===== config.mk =====
export PLATFORM = sky130hd
export DESIGN_NAME = product_accumulator
export DESIGN_NICKNAME = d
export VERILOG_FILES = /design/src/rtl/vedic_pkg.sv /design/src/rtl/product_accumulator_acc_adder.sv /design/src/rtl/product_accumulator.sv
export SDC_FILE = /design/constraint.sdc
export NUM_CORES = 1
export LEC_CHECK = 0
export CAP_MARGIN = 5
export CORE_MARGIN = 2
export CORE_UTILIZATION = 56
export DETAILED_ROUTE_END_ITERATION = 8
export PLACE_DENSITY = 0.87
export SETUP_SLACK_MARGIN = 0.1
export SYNTH_ARGS = -nofsm -noshare
export SYNTH_HDL_FRONTEND = slang
export SYNTH_SLANG_ARGS = --single-unit

===== constraint.sdc =====
create_clock -name clk -period 4.2 [get_ports clk]
set_input_delay 0.84 -clock clk [delete_from_list [all_inputs] [get_ports clk]]
set_output_delay 0.84 -clock clk [all_outputs]
set_load 0.02 [all_outputs]

===== src/rtl/vedic_pkg.sv =====
// Shared types and constants for the Vedic multiplier datapath and its product accumulator.
package vedic_pkg;

    localparam int DEF_PROD_W = 8;
    localparam int DEF_ACC_W  = 16;

    typedef enum logic [1:0] {
        IDLE  = 2'd0,
        ACCUM = 2'd1,
        DONE  = 2'd2
    } state_t;

    // A single-product frame still needs one counter bit.
    function automatic int cnt_width(input int n);
        return (n <= 1) ? 1 : $clog2(n);
    endfunction

endpackage


===== src/rtl/product_accumulator_acc_adder.sv =====
// Combinational ACC_W+1 bit add of accumulator and zero-extended product.
// ACC_SATURATE_EN clamps the sum to all-ones on carry out; otherwise it wraps.
module acc_adder #(
    parameter int PROD_W = 8,
    parameter int ACC_W  = 16
) (
    input  logic [ACC_W-1:0]  acc,
    input  logic [PROD_W-1:0] product,
    output logic [ACC_W-1:0]  sum,
    output logic              carry
);

    logic [ACC_W:0] wide;

    assign wide  = {1'b0, acc} + {1'b0, ACC_W'(product)};
    assign carry = wide[ACC_W];

`ifdef ACC_SATURATE_EN
    // Once clamped, any further non-zero product carries again, so the clamp holds.
    assign sum = carry ? {ACC_W{1'b1}} : wide[ACC_W-1:0];
`else
    assign sum = wide[ACC_W-1:0];
`endif

endmodule


===== src/rtl/product_accumulator.sv =====
// Sums COUNT consecutive products per start-triggered frame with valid/ready on both sides.
// Optional build macro ACC_SATURATE_EN selects saturating instead of wrapping accumulation.
module product_accumulator
    import vedic_pkg::*;
#(
    parameter int PROD_W = DEF_PROD_W,
    parameter int ACC_W  = DEF_ACC_W,
    parameter int COUNT  = 4
) (
    input  logic              clk,
    input  logic              rst_n,
    input  logic              start,
    input  logic [PROD_W-1:0] product,
    input  logic              prod_valid,
    output logic              prod_ready,
    output logic [ACC_W-1:0]  acc_out,
    output logic              acc_valid,
    input  logic              acc_ready,
    output logic              busy,
    output logic              overflow
);

    localparam int CW = cnt_width(COUNT);

    // Handshake rule: a transfer happens on a rising edge where valid and ready are both high;
    // ready and valid outputs here are decoded from state only.

    state_t           state, state_nxt;
    logic [ACC_W-1:0] acc_q;
    logic [ACC_W-1:0] sum;
    logic             carry;
    logic [CW-1:0]    cnt_q;
    logic             ovf_q;
    logic [ACC_W-1:0] acc_out_q;
    logic             xfer;
    logic             last;
    logic             done_hs;
    logic             frame_start;

    assign xfer        = (state == ACCUM) && prod_valid;
    assign last        = xfer && (cnt_q == CW'(COUNT - 1));
    assign done_hs     = (state == DONE) && acc_ready;
    assign frame_start = ((state == IDLE) && start) || (done_hs && start);

    acc_adder #(
        .PROD_W (PROD_W),
        .ACC_W  (ACC_W)
    ) u_adder (
        .acc     (acc_q),
        .product (product),
        .sum     (sum),
        .carry   (carry)
    );

    always_ff @(posedge clk or negedge rst_n) begin
        if (!rst_n) state <= IDLE;
        else        state <= state_nxt;
    end

    always_comb begin
        state_nxt = state;
        case (state)
            IDLE:    if (start) state_nxt = ACCUM;
            ACCUM:   if (last) state_nxt = DONE;
            DONE:    if (acc_ready) state_nxt = start ? ACCUM : IDLE;
            default: state_nxt = IDLE;
        endcase
    end

    always_ff @(posedge clk or negedge rst_n) begin
        if (!rst_n) begin
            acc_q     <= '0;
            cnt_q     <= '0;
            ovf_q     <= 1'b0;
            acc_out_q <= '0;
        end else if (frame_start) begin
            acc_q <= '0;
            cnt_q <= '0;
            ovf_q <= 1'b0;
        end else if (xfer) begin
            acc_q <= sum;
            cnt_q <= cnt_q + CW'(1);
            if (carry) ovf_q <= 1'b1;
            if (last)  acc_out_q <= sum;
        end
    end

    assign prod_ready = (state == ACCUM);
    assign acc_valid  = (state == DONE);
    assign busy       = (state != IDLE);
    assign acc_out    = acc_out_q;
    assign overflow   = ovf_q;

endmodule

Word-level counts from Yosys, hierarchy flattened

Index checks and enable logic that the tools add are counted.

Register bits: 37
Bits of input ports: 13
Output and inout port bits: 20

$add $sub $neg: 2
Equality and inequality tests: 6
Mux-type cells: 12
Bitwise operators: 1
Reductions and logical operators: 13

Operators by type and width:

| kind                  | number |
|---|---|
| $mux W16              | 2 |
| $add A16 B8 Y17       | 1 |
| $mux W2               | 5 |
| $pmux W2 S3           | 1 |
| $reduce_and A3 Y1     | 2 |
| $reduce_bool A2 Y1    | 3 |
| $logic_and A1 B1 Y1   | 5 |
| $eq A2 B2 Y1 const B  | 2 |
| $mux W1               | 4 |
| $ne A2 B1 Y1 const B  | 2 |
| $add A2 B1 Y2 const B | 1 |
| $eq A2 B1 Y1 const B  | 1 |
| $logic_not A2 Y1      | 1 |
| $ne A2 B2 Y1 const B  | 1 |
| $reduce_and A2 Y1     | 1 |
| $logic_or A1 B1 Y1    | 1 |
| $not A1 Y1            | 1 |

Logic depth before layout (Yosys ltp)

Gate-level depths: netlist (run 1).

Depth after elaboration: 6
Depth in mapped cells: 7
Gate-level depth less buffers: 7

Hierarchy

From an unflattened synthesis (run 1), not the netlist that was laid out.

Cells, all modules: 177
Area, all modules: 2059.5 µm²

Modules (own cells, without submodules):

| module              | times used | cells each | area an instance (µm²) | seq. area each (µm²) |
|---|---|---|---|---|
| product_accumulator | 1          | 93         | 1465.2                 | 925.9 |
| acc_adder           | 1          | 84         | 594.3                  | 0.0 |

Least setup slack after synthesis (run 1)

OpenSTA, ideal clock, no wires.

Path type: input-to-reg
From: in product[0]
To: reg acc_out_q[10] (netlist: acc_out[10])
Setup time: 0.123 ns
Arrival time: 2.335 ns
Required time: 4.077 ns
Setup slack: 1.742 ns
Stages on the path: 7
Buffers on the path: 0
Cell sequence: ha_1 -> fa_1 -> a211oi_2 -> o21ai_2 -> o2111ai_1 -> xnor2_1 -> o21ai_1

Longest elaborated chain between the ends: 1

RTL lines:

| item                 | line                                | RTL |
|---|---|---|
| start, declared      | product_accumulator.sv:13           | `input logic [PROD_W-1:0] product,` |
| $add A16 B8 Y17      | product_accumulator_acc_adder.sv:15 | `assign wide = {1'b0, acc} + {1'b0, ACC_W'(product)};` |
| end signal, assigned | product_accumulator.sv:84           | `if (last) acc_out_q <= sum;` |
| end, declared        | product_accumulator.sv:34           | `logic [ACC_W-1:0] acc_out_q;` |

Every way passes these cells.
A chain may end at the register's enable or synchronous reset.

Final worst setup path (run 1)

From: in product[0]
To: reg acc_out_q[12] (netlist: acc_out[12])

The elaborated chain is that of the path after synthesis.

==> impl_metrics.json, run 1 <==
{
  "avgSynthCellArea_um2": 9.965,
  "grt_pass1_vias": 1535,
  "die_area_mm2": 0.003976,
  "min_period_over_period_pct": 63.96,
  "dp_cells": 267,
  "place.gp.congestion": 0.7928,
  "powerDensity_mw_per_mm2": 616.4,
  "rsz0062_at_grt": "false",
  "max_freq_mhz": 372.3,
  "yosysTopAreaCell": "dfrtp_1",
  "die_w_um": 63.06,
  "cts_made_buffers": 5,
  "synth_cells": 196,
  "core_area_mm2": 0.003337,
  "grt_max_degree": 38,
  "busiest_layer": "met2",
  "num_vias": 1548,
  "setup_viol_count_final": 0,
  "reg2regPathDepth": 7,
  "end_kind": "register",
  "numPortBuffers": 32,
  "ys_seq_elements": 37,
  "nets": 251,
  "root_buffer": "clkbuf_4",
  "setup_tns_ns": 0,
  "slew_headroom_pct": 45.21,
  "cp_max_fo": 5,
  "hold_depth": 2,
  "start_util_pct": 58.53,
  "min_from": "acc_out[7]",
  "cts_tree": "yes",
  "yosysMostFrequentCell": "dfrtp_1",
  "area_delta_synth_final_pct": 20.95,
  "cp_cell_sequence": "clkdlybuf4s50_1 > ha_1 > fa_1 > a211oi_2 > o21ai_2 > o2111ai_1 > xnor2_1 > o21ai_1",
  "reg2reg_to": "acc_out[12]",
  "hold_slack_ns": 0.4874,
  "overflow": 0,
  "irDropWorstVdd_uv": 402.5,
  "grtUsageMet2_pct": 36.04,
  "synthesis.nets": 219,
  "synthArstFlopShare_pct": 100.0,
  "stdcell_area_mm2": 0.002362,
  "critical_path_class": "in -> reg",
  "period_minus_slack_ns": 2.686,
  "fin_util_pct": 70.79,
  "vias_per_cell": 5.650,
  "drc": 0,
  "synth_area_leaders": "dfrtp_1, ha_1, nand2_1",
  "dp_hpwl_mm": 2.867,
  "report.power.total_mw": 1.456,
  "drt_iter0_drc": 66,
  "cp_slowest_cell": "fa_1",
  "pre_cts_ws_ns": 1.161,
  "reg2reg_slack_ns": 2.02,
  "cts_max_level": 2,
  "cp_data_required_time_ns": 4.42,
  "ant_nets": 0,
  "startpoint_type": "primary input",
  "ys_seq_area_share_pct": 47.41,
  "finalClockSkew_ns": 0.01467,
  "stdcell_count": 274,
  "yosys-top-cells-count": "dfrtp_1, nand2_1, o21ai_0",
  "synth_edf_count": 0,
  "grt_use_met1_pct": 26.93,
  "status": "finished, final reports clean",
  "diodes": 0,
  "antenna_found_initial": 0,
  "place_area_mm2": 0.002290,
  "clk_latency_ns": 0.35,
  "core.rowCount": 21,
  "clkTransAtPathRegs_ns": 0.11,
  "clock-sinks": 37,
  "die_h_um": 63.06,
  "worstMarginPinSlew_ns": 0.8219,
  "cts_resized": 0,
  "cp_slowest_stage_delay_ns": 0.45,
  "setup_slack_ns": 1.514,
  "wl_mm": 3.965,
  "post_cts_buffers": 0,
  "ios": 33,
  "r2r-start": "acc_q[0]",
  "holdPathEnd": "acc_out[7]",
  "grt_pass1_wl_mm": 6.782,
  "synth_flop_cell": "dfrtp_1",
  "grtUsageTotal_pct": 21.88,
  "hold_class": "reg -> reg",
  "finalHoldViolCount": 0,
  "drt_first_pass_iters": 4,
  "ys_types": 46,
  "slew_violations": 0,
  "use_met3_pct": 5.536,
  "syn-cell-area_mm2": 0.001953,
  "max_cap_viol_count": 0,
  "critical_path_arrival_ns": 2.91,
  "drive_above_1_share_pct": 8.772,
  "yosysWarnings": 0,
  "synth_top_area_share_pct": 47.41,
  "wl_per_cell_um": 14.47,
  "p_leak_nw": 1.032,
  "ctsLongestPathBuffers": 2,
  "cts_hold_buf": 0
}
-- where the power goes --
group	internal (mW)	total [mW]	switching, mW
Sequential	0.457	0.524	0.0669
Clock	0.121	0.241	0.120
Combinational	0.304	0.691	0.387
Total	0.882	1.46	0.574
-- cell usage in the layout, fill, tap and decap left out, drive strengths merged, types with 4 or more instances in the layout --
master         instances
nand2                 26
a21oi                 10
inv                    8
clkdlybuf4s50         31
ha                     9
xor2                   4
o21ai                 33
xnor2                 10
or3                    4
dfrtp                 37
clkbuf                 5
-- registers in the layout, indices dropped and copies added, names as in the netlist --
name / flops
overflow: 1
acc_q: 16
cnt_q: 2
state: 2
acc_out: 16
-- worst max-delay path: cells and delay by family --
family / cells / cell delay [ns]
adder cells (fa/ha/maj): 2 / 0.69
AO/OA/AOI/OAI: 4 / 0.82
XOR/XNOR: 1 / 0.16
buffers and inverters: 1 / 0.40
-- layer usage --
| layer | wire [µm] | vias to the layer above | part of all wire (%) |
|---|---|---|---|
| li1 | - | 761 | - |
| met1 | 1803 | 736 | 45 |
| met2 | 1897 | 41 | 48 |
| met3 | 175 | 10 | 4.4 |
| met4 | 88 | 0 | 2.2 |
| met5 | 0 | - | 0 |
-- cell type report --
| cell class | instances | area (µm²) |
|---|---|---|
| sequential | 37 | 925.9 |
| multi-input combinational | 143 | 953.4 |
| inverter | 8 | 30.03 |
| clock buffer | 5 | 37.54 |
| timing repair buffer | 33 | 322.8 |
| clock inverter | 2 | 35.03 |
| fill | 260 | 974.7 |
| tap | 46 | 57.56 |
-- worst max-delay path by stage --
| stage | startpoint | slack [ns] | to | depth (start not counted) |
|---|---|---|---|---|
| 4_1_cts | product[0] | 1.51 | acc_out[12] | 8 |
| 2_1_floorplan | product[0] | 1.74 | acc_out[10] | 7 |
| 6_report | product[0] | 1.51 | acc_out[12] | 8 |
| 5_1_grt | product[0] | 1.42 | acc_q[12] | 8 |
| 3_5_place_dp | product[0] | 1.16 | acc_out[12] | 8 |
| 3_3_place_gp | product[0] | 1.19 | acc_out[12] | 8 |
-- kinds of logic (layout without fill, tap and decap cells) --
kind of cell	after synthesis	in the layout	synth area share (%)
buf+inv	16	48	3.779
compound gates	69	69	21.85
xor+xnor	14	14	6.278
flops	37	37	47.41
mux	2	2	1.153
simple gates	48	48	12.75
fa+ha+maj	10	10	6.791
Power figures use the tool's default switching activity.
==> run 2, diff against run 1 <==
CORE_UTILIZATION = 52   (was 56)
PLACE_DENSITY = 0.81   (was 0.87)
clock period = 2.5 ns   (was 4.2 ns; I/O delays follow)
==> run 2 against run 1 <==
- critical path depth stayed put
- hold slack worse by 0.20 ns
- utilization fell by 2.7 points
- routed wire length rose by 5.8%
- largest cell class unchanged
- worst setup slack got worse by 1.4 ns
- critical path type unchanged
- design area rose by 4.7%
- via count up 4.0%
- count of clock-buffer cells in the layout is 1 higher
- power up 85%
- clock skew down 0.0042 ns
- global-route usage down 0.074 points
- flip-flop and latch count unchanged
==> impl_metrics.json, run 2 (synthesized netlist as in run 1, its figures left out) <==
{
  "dp_cells": 277,
  "wl_per_cell_um": 14.72,
  "grt_pass1_wl_mm": 7.031,
  "ff_latch_area_um2": 925.9,
  "drive_above_1_share_pct": 12.24,
  "die_area_mm2": 0.004262,
  "status": "finished, final reports clean",
  "hold_class": "in -> async",
  "root_buffer": "clkbuf_8",
  "start_util_pct": 53.75,
  "startpoint_type": "primary input",
  "min_period_over_period_pct": 94.51,
  "drt_iter0_drc": 87,
  "period_minus_slack_ns": 2.363,
  "place_area_mm2": 0.002352,
  "cts_resized": 0,
  "cts_hold_buf": 0,
  "grt_pass1_vias": 1572,
  "wl_mm": 4.194,
  "vias_per_cell": 5.649,
  "cp_data_required_time_ns": 2.68,
  "grt_max_degree": 38,
  "comb_power_share_pct": 46.8,
  "stdcell_area_mm2": 0.002472,
  "overflow": 0,
  "clock-sinks": 37,
  "num_vias": 1610,
  "power_switching_mw": 1.019,
  "critical_path_arrival_ns": 2.54,
  "powerDensity_mw_per_mm2": 1087,
  "cts_max_level": 2,
  "ctsLongestPathBuffers": 2,
  "p_leak_nw": 1.087,
  "multi_input_area_um2": 953.4,
  "post_cts_buffers": 0,
  "max_freq_mhz": 423.2,
  "dp_hpwl_mm": 2.894,
  "worstMarginPinSlew_ns": 0.8063,
  "finalClockSkew_ns": 0.01045,
  "drc": 0,
  "core_area_mm2": 0.003633,
  "place.gp.congestion": 0.7984,
  "slew_violations": 0,
  "max_cap_viol_count": 0,
  "pre_cts_ws_ns": -0.1710,
  "rsz0062_at_grt": "true",
  "seqPwrFrac_pct": 32.8,
  "die_w_um": 65.29,
  "core.rowCount": 22,
  "clk_latency_ns": 0.30,
  "drt_first_pass_iters": 4,
  "internal_power_mw": 1.669,
  "area_delta_synth_final_pct": 26.59,
  "cts_made_buffers": 5,
  "ant_nets": 0,
  "finalHoldViolCount": 0,
  "stdcell_count": 285,
  "setup_slack_ns": 0.1373,
  "ios": 33,
  "cp_max_fo": 5,
  "slew_headroom_pct": 46.25,
  "pwr-share-clk_pct": 20.4,
  "end_kind": "register",
  "fillerInstances": 297,
  "antenna_found_initial": 0,
  "critical_path_class": "in -> reg",
  "most-common-layout-cells": "dfrtp_1, clkdlybuf4s50_1, nand2_1",
  "hold_slack_ns": 0.2909,
  "die_h_um": 65.29,
  "nets": 259,
  "irDropWorstVdd_uv": 607.9,
  "swShare_pct": 37.90,
  "cts_tree": "yes",
  "numPortBuffers": 32,
  "grtUsageTotal_pct": 21.80,
  "setup_viol_count_final": 0,
  "final_common_cell": "dfrtp_1",
  "diodes": 0,
  "clkTransAtPathRegs_ns": 0.08
}
-- run 2: changes by cell type in the layout (fill, tap and decap cells not counted), sizes merged --
| cell | before | now |
|---|---|---|
| clkinvlp | 0 | 1 |
| buf | 2 | 10 |
| clkbuf | 5 | 6 |
| clkinv | 1 | 0 |
-- run 2: final cells by class --
type	instances	share of cell area, %
multi-input cells	143	38.56
flip-flops and latches	37	37.45
repair buffers	41	15.49
clock buffers	6	3.340
well taps	48	2.429
clock inverters	2	1.518
inverters	8	1.215
-- run 2: path summary, 6_finish.rpt --
check	from	end	slack, ns	cells past startpoint
max	product[0]	acc_out[12]	0.14	8
min	rst_n	acc_out[10]	0.29	1
max reg2reg	acc_q[0]	acc_out[12]	0.39	7
min reg2reg	acc_out[11]	acc_out[11]	0.48	2
max in group asynchronous	rst_n	acc_out[1]	1.70	1
min in group clk	acc_out[11]	acc_out[11]	0.48	2
-- run 2: routing by layer --
metal | track usage [%] | share of wire (%)
met1 | 26.71 | 44
met4 | 7.813 | 2.2
met3 | 5.822 | 5.1
met2 | 36.99 | 49
met5 | 0 | 0
-- run 2: critical path, cell delays in order --
cell and delay [ns]:
clkdlybuf4s50_1 0.41, ha_1 0.23, fa_1 0.45, a211oi_2 0.27, o21ai_2 0.14, o2111ai_1 0.32
xnor2_1 0.16, o21ai_1 0.07
-- run 2: per-stage QoR --
stage	TNS [ns]	util, %	total power [mW]
2_1_floorplan	0	-	1.695
3_3_place_gp	-0.6431	64.74	2.095
3_5_place_dp	-1.389	64.74	2.132
4_1_cts	0	68.04	2.695
5_1_grt	0	68.04	2.857
6_report	0	68.04	2.688
-- run 2: power by group through the flow --
| stage | Clock, mW | Sequential [mW] | Combinational (mW) |
|---|---|---|---|
| floorplan | 0 | 0.951 | 0.744 |
| global placement | 0 | 0.884 | 1.21 |
| detailed placement | 0 | 0.890 | 1.24 |
| CTS | 0.553 | 0.882 | 1.26 |
| global route | 0.579 | 0.905 | 1.37 |
| finish | 0.549 | 0.881 | 1.26 |
==> run 3, diff against run 2 <==
SKIP_LAST_GASP = 1   (was default)
==> results of run 3 <==
No change in the layout: final DEF, timing and power equal those of run 2.
